==> src/rtl/qam_pkg.sv <==
// Shared definitions for the 16QAM receive front end.
//   QAM_DW                  default I/Q sample width
//   QAM_THR_HI / QAM_THR_LO hard-decision slicer thresholds (used by the demapper)
//   cal_state_t             calibration FSM encoding
//   sat_max / sat_min       saturation bounds of a signed word of a given width
package qam_pkg;

    localparam int QAM_DW     = 8;
    localparam int QAM_THR_HI = 64;
    localparam int QAM_THR_LO = -64;

    typedef enum logic [1:0] {
        CAL_IDLE = 2'd0,
        CAL_CAL  = 2'd1,
        CAL_RUN  = 2'd2
    } cal_state_t;

    function automatic int sat_max(input int dw);
        return (1 << (dw - 1)) - 1;
    endfunction

    function automatic int sat_min(input int dw);
        return -(1 << (dw - 1));
    endfunction

    localparam int QAM_SAT_MAX = sat_max(QAM_DW);
    localparam int QAM_SAT_MIN = sat_min(QAM_DW);

endpackage

==> src/rtl/qam_sat_sub.sv <==
// Combinational signed subtract y = sat(a - b).
// The difference is formed at DW+1 bits and clamped to the DW-bit signed range.
//   a  in  DW  signed minuend (sample)
//   b  in  DW  signed subtrahend (offset)
//   y  out DW  saturated signed difference
module qam_sat_sub
    import qam_pkg::*;
#(
    parameter int DW = QAM_DW
) (
    input  logic signed [DW-1:0] a,
    input  logic signed [DW-1:0] b,
    output logic signed [DW-1:0] y
);

    localparam logic signed [DW-1:0] MAX_VAL = DW'(sat_max(DW));
    localparam logic signed [DW-1:0] MIN_VAL = DW'(sat_min(DW));

    logic [DW:0] diff;

    assign diff = {a[DW-1], a} - {b[DW-1], b};

    // Overflow exactly when the two top bits of the wide difference disagree;
    // the top bit then gives the direction.
    always_comb begin
        y = diff[DW-1:0];
        if (diff[DW] != diff[DW-1]) begin
            y = diff[DW] ? MIN_VAL : MAX_VAL;
        end
    end

endmodule

==> src/rtl/qam_iq_offset_cal.sv <==
// I/Q DC-offset calibration and correction ahead of the 16QAM slicer.
// CAL averages 2^AVG_LOG2 signal-free samples into offset_I/offset_Q (floor);
// RUN outputs saturated (sample - offset) with one cycle of latency.
// Optional macro QAM_CAL_TIMEOUT_EN: abort CAL after CAL_TIMEOUT cycles
// with a cal_err pulse (otherwise cal_err is constant 0).
//   symbol_clock, rst        clock, synchronous active-high reset
//   en, cal                  run enable, calibration request (level)
//   in_valid, I_in, Q_in     input samples
//   I_out, Q_out, out_valid  corrected samples
//   offset_I, offset_Q       stored offsets
//   cal_busy, cal_done, cal_err  calibration status
module qam_iq_offset_cal
    import qam_pkg::*;
#(
    parameter int DW          = QAM_DW,
    parameter int AVG_LOG2    = 4,
    parameter int CAL_TIMEOUT = 1024
) (
    input  logic                 symbol_clock,
    input  logic                 rst,
    input  logic                 en,
    input  logic                 cal,
    input  logic                 in_valid,
    input  logic signed [DW-1:0] I_in,
    input  logic signed [DW-1:0] Q_in,
    output logic signed [DW-1:0] I_out,
    output logic signed [DW-1:0] Q_out,
    output logic                 out_valid,
    output logic signed [DW-1:0] offset_I,
    output logic signed [DW-1:0] offset_Q,
    output logic                 cal_busy,
    output logic                 cal_done,
    output logic                 cal_err
);

`ifdef QAM_CAL_TIMEOUT_EN
    localparam bit TIMEOUT_EN = 1'b1;
`else
    localparam bit TIMEOUT_EN = 1'b0;
`endif

    localparam int AW = DW + AVG_LOG2;
    localparam int TW = (CAL_TIMEOUT > 2) ? $clog2(CAL_TIMEOUT) : 1;
    localparam logic [AVG_LOG2-1:0] CNT_LAST   = '1;
    localparam logic [TW-1:0]       TIMER_LAST = TW'(CAL_TIMEOUT - 1);

    cal_state_t state_reg, state_next;
    logic signed [AW-1:0] acc_i_reg, acc_i_next, acc_q_reg, acc_q_next;
    logic signed [AW-1:0] sum_i, sum_q;
    logic [AVG_LOG2-1:0]  cnt_reg, cnt_next;
    logic [TW-1:0]        timer_reg, timer_next;
    logic signed [DW-1:0] offset_i_reg, offset_i_next, offset_q_reg, offset_q_next;
    logic signed [DW-1:0] i_out_reg, i_out_next, q_out_reg, q_out_next;
    logic signed [DW-1:0] sat_i, sat_q;
    logic                 out_valid_reg, out_valid_next;
    logic                 cal_done_reg, cal_done_next;
    logic                 cal_err_reg, cal_err_next;
    logic                 completing;

    qam_sat_sub #(.DW(DW)) u_sat_i (.a(I_in), .b(offset_i_reg), .y(sat_i));
    qam_sat_sub #(.DW(DW)) u_sat_q (.a(Q_in), .b(offset_q_reg), .y(sat_q));

    assign sum_i      = acc_i_reg + {{AVG_LOG2{I_in[DW-1]}}, I_in};
    assign sum_q      = acc_q_reg + {{AVG_LOG2{Q_in[DW-1]}}, Q_in};
    assign completing = in_valid && (cnt_reg == CNT_LAST);

    always_ff @(posedge symbol_clock) begin
        if (rst) begin
            state_reg     <= CAL_IDLE;
            acc_i_reg     <= '0;
            acc_q_reg     <= '0;
            cnt_reg       <= '0;
            timer_reg     <= '0;
            offset_i_reg  <= '0;
            offset_q_reg  <= '0;
            i_out_reg     <= '0;
            q_out_reg     <= '0;
            out_valid_reg <= 1'b0;
            cal_done_reg  <= 1'b0;
            cal_err_reg   <= 1'b0;
        end else begin
            state_reg     <= state_next;
            acc_i_reg     <= acc_i_next;
            acc_q_reg     <= acc_q_next;
            cnt_reg       <= cnt_next;
            timer_reg     <= timer_next;
            offset_i_reg  <= offset_i_next;
            offset_q_reg  <= offset_q_next;
            i_out_reg     <= i_out_next;
            q_out_reg     <= q_out_next;
            out_valid_reg <= out_valid_next;
            cal_done_reg  <= cal_done_next;
            cal_err_reg   <= cal_err_next;
        end
    end

    always_comb begin
        state_next     = state_reg;
        acc_i_next     = acc_i_reg;
        acc_q_next     = acc_q_reg;
        cnt_next       = cnt_reg;
        timer_next     = timer_reg;
        offset_i_next  = offset_i_reg;
        offset_q_next  = offset_q_reg;
        i_out_next     = i_out_reg;
        q_out_next     = q_out_reg;
        out_valid_next = 1'b0;
        cal_done_next  = 1'b0;
        cal_err_next   = 1'b0;

        case (state_reg)
            CAL_IDLE: begin
                if (cal) begin
                    state_next = CAL_CAL;
                    acc_i_next = '0;
                    acc_q_next = '0;
                    cnt_next   = '0;
                    timer_next = '0;
                end else if (en) begin
                    state_next = CAL_RUN;
                end
            end
            CAL_CAL: begin
                timer_next = timer_reg + 1'b1;
                if (completing) begin
                    // Arithmetic shift of the full sum gives the floored mean.
                    offset_i_next = DW'(sum_i >>> AVG_LOG2);
                    offset_q_next = DW'(sum_q >>> AVG_LOG2);
                    cal_done_next = 1'b1;
                    state_next    = en ? CAL_RUN : CAL_IDLE;
                end else begin
                    if (in_valid) begin
                        acc_i_next = sum_i;
                        acc_q_next = sum_q;
                        cnt_next   = cnt_reg + 1'b1;
                    end
                    // A completing sample on the timeout cycle takes precedence.
                    if (TIMEOUT_EN && (timer_reg == TIMER_LAST)) begin
                        cal_err_next = 1'b1;
                        state_next   = CAL_IDLE;
                    end
                end
            end
            CAL_RUN: begin
                if (cal) begin
                    // The sample presented with the request is dropped.
                    state_next = CAL_CAL;
                    acc_i_next = '0;
                    acc_q_next = '0;
                    cnt_next   = '0;
                    timer_next = '0;
                end else begin
                    if (in_valid) begin
                        i_out_next     = sat_i;
                        q_out_next     = sat_q;
                        out_valid_next = 1'b1;
                    end
                    if (!en) begin
                        state_next = CAL_IDLE;
                    end
                end
            end
            default: state_next = CAL_IDLE;
        endcase
    end

    assign I_out     = i_out_reg;
    assign Q_out     = q_out_reg;
    assign out_valid = out_valid_reg;
    assign offset_I  = offset_i_reg;
    assign offset_Q  = offset_q_reg;
    assign cal_busy  = (state_reg == CAL_CAL);
    assign cal_done  = cal_done_reg;
    assign cal_err   = cal_err_reg;

endmodule

==> config.mk <==
export PLATFORM = sky130hd
export DESIGN_NAME = qam_iq_offset_cal
export DESIGN_NICKNAME = d
export VERILOG_FILES = /design/src/rtl/qam_pkg.sv /design/src/rtl/qam_sat_sub.sv /design/src/rtl/qam_iq_offset_cal.sv
export SDC_FILE = /design/constraint.sdc
export NUM_CORES = 1
export LEC_CHECK = 0
export ABC_AREA = 1
export ABC_CLOCK_PERIOD_IN_PS = 2100
export BUFFER_PORTS_ARGS = -buffer_cell sky130_fd_sc_hd__buf_2
export CORE_ASPECT_RATIO = 1.1
export CORE_UTILIZATION = 40
export CTS_BUF_LIST = sky130_fd_sc_hd__clkbuf_8
export DETAILED_ROUTE_END_ITERATION = 8
export PLACE_DENSITY = 0.66
export SLEW_MARGIN = 10
export SYNTH_ARGS = -nofsm -noshare
export SYNTH_HDL_FRONTEND = slang
export SYNTH_SLANG_ARGS = --single-unit
==> constraint.sdc <==
create_clock -name symbol_clock -period 2.1 [get_ports symbol_clock]
set_clock_uncertainty 0.1 [all_clocks]
set_input_delay 0 -clock symbol_clock [delete_from_list [all_inputs] [get_ports symbol_clock]]
set_output_delay 0 -clock symbol_clock [all_outputs]
set_load 0.005 [all_outputs]
==> Word level (Yosys, flattened, before mapping) <==
Index checks and enable logic that the tools add are counted.
{ "word_totals": {"word_cells": 63, "regBits": 64, "input_bits": 21} }
{ "op_classes": {"eq_ne": 11, "reduce_logical": 10, "n_mux": 24, "bitwise": 3, "addsub": 5} }
{ "ops": {"columns": ["op", "n"], "rows": [
  ["two-way mux 12 bit", 5],
  ["case mux 12 bit (2 select lines)", 2],
  ["two-way mux 8 bit", 4],
  ["adder 12 bit", 2],
  ["subtractor 8 x 8 -> 9 bit", 2],
  ["two-way mux 2 bit", 6],
  ["two-way mux 4 bit", 3],
  ["case mux 4 bit (2 select lines)", 1],
  ["inequality test 3 bit (second input constant)", 2],
  ["case mux 2 bit (3 select lines)", 1],
  ["AND reduction 3 bit", 2],
  ["adder 4 x 1 -> 4 bit (second input constant)", 1],
  ["== test 4 bit (second input constant)", 1],
  ["inequality test 2 x 1 -> 1 bit (second input constant)", 2],
  ["inequality test 2 bit (second input constant)", 2],
  ["AND reduction 4 bit", 1],
  ["OR reduction 2 bit", 2],
  ["NOT 1 bit", 3],
  ["OR reduction 3 bit", 1],
  ["== test 2 x 1 -> 1 bit (second input constant)", 1],
  ["== test 2 bit (second input constant)", 1],
  ["logical NOT 2 bit", 1],
  ["two-way mux 1 bit", 2],
  ["inequality test 1 bit", 2],
  ["3 further kinds", 3]
]} }

==> Logic depth before layout (Yosys ltp) <==
{ "depth": {"depth_word": 4, "depth_mapped": 13, "depth_no_buf": 13} }

==> Cells and area by module <==
A second synthesis with hierarchy kept.
{ "hier_totals": {"cells_unflattened": 744, "area_unflattened_um2": 4690.7} }
{ "by_module_without_submodules": {"columns": ["mod", "cells_per_inst", "seq_area_each_um2", "instances", "area_per_inst_um2"], "rows": [
  ["qam_iq_offset_cal", 554, 1281.2, 1, 3659.8],
  ["qam_sat_sub (u_sat_i)", 97, 0.0, 1, 536.8],
  ["qam_sat_sub (u_sat_q)", 93, 0.0, 1, 494.2]
]} }

==> Worst setup path before layout <==
Ideal clock, no wire load.
{ "synth_timing": {"kind": "reg-to-reg", "start": "reg offset_q_reg[0] (netlist: offset_Q[0])", "end": "reg q_out_reg[0] (netlist: Q_out[0])", "setup_slack_ns": 0.222, "synth_period_minus_slack_ns": 1.878, "stages_incl_launch_ff": 12, "path_buffers": 0, "arrival_ns": 1.653, "path_cell_list": "dfxtp_1 > ha_1 > inv_1 > fa_1 > nand2_1 > nand2_1 > nand3_1 > nand2_1 > nand2_1 > nand2_1 > a21oi_4 > a21oi_1"} }
{ "synth_between": {"elab_chain_cells": 3} }
{ "synth_lines": {"columns": ["element", "line", "source"], "rows": [
  ["from (decl)", "qam_iq_offset_cal.sv:52", "logic signed [DW-1:0] offset_i_reg, offset_i_next, offset_q_reg, offset_q_next;"],
  ["from (signal assigned)", "qam_iq_offset_cal.sv:88", "offset_q_reg <= offset_q_next;"],
  ["subtractor 8 x 8 -> 9 bit (*)", "qam_sat_sub.sv:21", "assign diff = {a[DW-1], a} - {b[DW-1], b};"],
  ["two-way mux 8 bit or inequality test 1 bit (tied branches)", "qam_sat_sub.sv:28, qam_sat_sub.sv:27", null],
  ["two-way mux 8 bit (*)", "qam_sat_sub.sv:27", "if (diff[DW] != diff[DW-1]) begin"],
  ["to (signal assigned)", "qam_iq_offset_cal.sv:90", "q_out_reg <= q_out_next;"],
  ["to (decl)", "qam_iq_offset_cal.sv:53", "logic signed [DW-1:0] i_out_reg, i_out_next, q_out_reg, q_out_next;"]
]} }
Mark *: on every way between the ends. The rest lies on a longest branch, timed or not.
A chain may end at the register's enable or synchronous reset.

==> Worst setup path in the final report <==
{ "layout_timing": {"start": "reg state_reg[0]", "end": "reg state_reg[1]"} }
{ "layout_between": {"elab_chain_cells": 3} }
{ "layout_lines": {"columns": ["element", "line", "source"], "rows": [
  ["from (decl)", "qam_iq_offset_cal.sv:47", "cal_state_t state_reg, state_next;"],
  ["from (signal assigned)", "qam_iq_offset_cal.sv:82", "state_reg <= state_next;"],
  ["== test 2 bit (tied with other cells)", "qam_iq_offset_cal.sv:111", "case (state_reg)"],
  ["inequality test 3 bit (no source line) or inequality test 2 x 1 -> 1 bit (tied branches)", null, null],
  ["AND reduction 3 bit (no source line)", null, null]
]} }
Several ways; a longest one is shown, not always the timed one.

==> results.md <==
* Outcome: finished clean
* Maximum fanout along the worst path at 4
* Crit path time final at roughly 2 ns
* CP Class: flip-flop to flip-flop
* Max-slew violation count at 0
* Port Buffers at 55
* LEAKAGE at 0.00275 uW
* Cell Area, Synth at 4460 sq um
* WL per Instance at between 10 and 15 um
* Mapped Cells at 672
* Postcts setup bufs at 0
* GRT busiest layer: met2
* Hold Fails Final Rpt at 0
* Clock slew at reported path FFs at about 0.070 ns
* Arr. time, crit path at roughly 2.2 ns
* Ys async rst share at 0%
* Worst slew margin at 64.3%
* FMAX at about 500 MHz
* Net Switching at 859 uW
* Largest family of logic cells by synthesized area: simple AND/OR/NAND/NOR gates
* Final ANT Viol Nets at 0
* Post-synth EDFFs at 0
* RSZ-0062 raised after global routing: false
* Final setup TNS at 0 ns
* Switching share of total power at approximately 28%
* Clock share of power at 40.3%
* Chip height at 113 um
* Clock Tree Buf Depth at 2
* Yosys Warn Count at 0
* Post-detail-place hpwl at a little over 8 mm
* IO Pins at between 50 and 60
* Total track usage at between 15 and 20%
* Vias per Instance at between 4 and 5
* Area share of the largest cell type after synthesis at 28.7%
* Compound-gate portion of the synthesized area at approximately 14%
* Site row count at 40
* Most numerous cell in the Yosys netlist: nand2_1
* Adder-cell share of the synthesized area at approximately an eighth
* Pint at about 2200 uW
* Vias at about 4,300
* Commonest cells in the netlist: 217 x nand2_1, 108 x inv_1, 65 x a21oi_1
* Flop pwr share at between 40% and 50%
* Hold WC Path Type: input pin to flip-flop
* Main synth FF type: dfxtp_1
* Final Power at 3070 uW
* Mux cell area share after synthesis at 0%
* XOR/XNOR Fraction of Synth Area at approximately 4.3%
* Synth-to-Final Area Change at 17.0%
* M2 GR Usage at about a third
* Comb power frac at about a fifth
* Largest net degree at the start of global routing at 46
* Area occupied by multi-input gates at between 2000 and 3000 sq um
* #FFs+latches synth at between 60 and 70
* First-pass GRT wire length at 17.8 mm
* GRT overflow at 0
* Met1 Track Usage GR at approximately a quarter
* Max Cap Viol at 0
* CTS root buffer: clkbuf_8
* Starting Density at 40.9%
* Storage cell area at about 1300 sq um
* Syn Nets at ~740
* Synth area leaders: dfxtp_1 29%, nand2_1 18%, ha_1 11%
* Fillcell total at between 1,000 and 1,500
* Worst-Skew Late Latency at about 0.35 ns
* Crit share post-route at 95.2%
* GP Congestion at between 0.8 and 0.9
* Clk sink count at between 60 and 70
* Sequential area share after synthesis at between 20% and 30%
* Setup violators final at 0
* Pwr Density at between 500 and 600 nW/um^2
* CP startpoint kind: flip-flop
* Vias in the first global route at roughly 4,000
* Chip width at around 100 um
* Required @ worst endpoint at about 2.3 ns
* TritonCTS Buffers at 9
* Core Footprint at 10,900 sq um
* Final wirelength at between 10 and 15 mm
* Syn Area/Cell at about 6.6 sq um
* Initial antenna violation count at 0
* Initial DRC Count at roughly 150
* Critical Path End Type: flip-flop
* CTS tree: done
* Unique cell type count in the Yosys netlist at 37
* Yosys top cell by area: dfxtp_1
* Die area at 11,600 sq um
* Drt drc at 0
* Simple-Gate Fraction of Synth Area at ~29%
* Number of diodes at 0
* Slew @ Worst Pin at between 0.5 and 0.6 ns
* First-pass DRT Iterations at 4
* Met3 Usage GRT at 2.22%
* Final-stage net count at between 800 and 900
* H-tree level count at 3
* Worst IR drop on VDD at 0.306 mV
* Layout cells sized above 1 at approximately 15%
==> timing repair <==
| item | CTS | global route |
|---|---|---|
| resized for setup | 0 | 11 |
| hold endpoints to repair | 6 | 0 |
| hold buffers | 8 | 0 |
| endpoints found under the setup margin | 0 | 17 |
==> placed cells by master (no fill, tap or decap), types with 3 or more instances in the layout <==
cell type	count
a21oi_2	7
nor2_1	29
inv_1	110
fa_1	3
nand4_1	7
o21ai_0	25
dfxtp_1	64
a21oi_1	63
nand2_1	214
buf_4	5
nand3_2	9
inv_2	5
xor2_1	11
nand3_1	31
dlygate4sd3_1	8
nand2_2	4
a31oi_1	6
xnor2_1	11
buf_2	55
ha_1	37
clkbuf_8	12
==> power groups by stage <==
| stage | sequential (uW) | combinational [uW] | clock [uW] |
|---|---|---|---|
| after floorplan | 1290 | 418 | 0 |
| after global placement | 1290 | 537 | 0 |
| after detailed placement | 1290 | 549 | 0 |
| after CTS | 1260 | 562 | 1260 |
| after global routing | 1260 | 647 | 1330 |
| final | 1260 | 570 | 1240 |
==> logic make-up after synthesis <==
logic type,Yosys count
and+or+nand+nor,304
buffers and inverters,128
AOI/OAI and AO/OA,110
DFF,64
adders and majority gates,43
xor gates and xnor gates,22
other,1
==> path summary, 6_finish.rpt <==
path	slack, ns	to	depth (start not counted)	from
worst min-delay path	0.05	I_out[7]$_SDFFE_PP0P_	4	rst
worst max-delay path	0.10	state_reg[1]$_SDFFE_PP0P_	5	state_reg[0]$_SDFFE_PP0P_
worst min register to register	0.37	acc_q_reg[3]$_SDFFE_PP0P_	2	acc_q_reg[3]$_SDFFE_PP0P_
worst max register to register	0.10	state_reg[1]$_SDFFE_PP0P_	5	state_reg[0]$_SDFFE_PP0P_
==> worst max-delay path: stages, from the launching register on <==
cell and delay (ns):
dfxtp_1 0.35, nor2_2 0.17, nand3_1 0.08, dlygate4sd3_1 0.56
a21oi_1 0.14, dlygate4sd3_1 0.55
==> cell type report <==
cell class,count,share of cell area [%]
Multi-Input combinational cell,480,51.7
Sequential cell,64,24.6
Inverter,114,8.20
Timing Repair Buffer,68,7.53
Tap cell,147,3.52
Clock buffer,12,3.16
Clock inverter,4,1.29
==> per-stage QoR <==
step | setup slack (ns) | utilization [%] | instance area (sq um) | cells | hold slack, ns
2_1_floorplan | 0.222 | - | 4460 | 672 | 0.0645
3_3_place_gp | 0.145 | 44.6 | 4870 | 865 | 0.182
3_5_place_dp | 0.0923 | 44.6 | 4870 | 865 | 0.199
4_1_cts | 0.0513 | 47.5 | 5180 | 889 | 0.0358
5_1_grt | 0.00597 | 47.8 | 5220 | 889 | 0.107
6_report | 0.100 | 47.8 | 5220 | 889 | 0.0535
==> layer usage <==
layer / wire, um / share of wire (%) / vias up
li1: - / - / 2255
met1: 5160 / 48 / 1953
met2: 5110 / 48 / 68
met3: 312 / 2.9 / 11
met4: 157 / 1.5 / 0
met5: 0 / 0 / -
(Power assumes the default switching activity.)
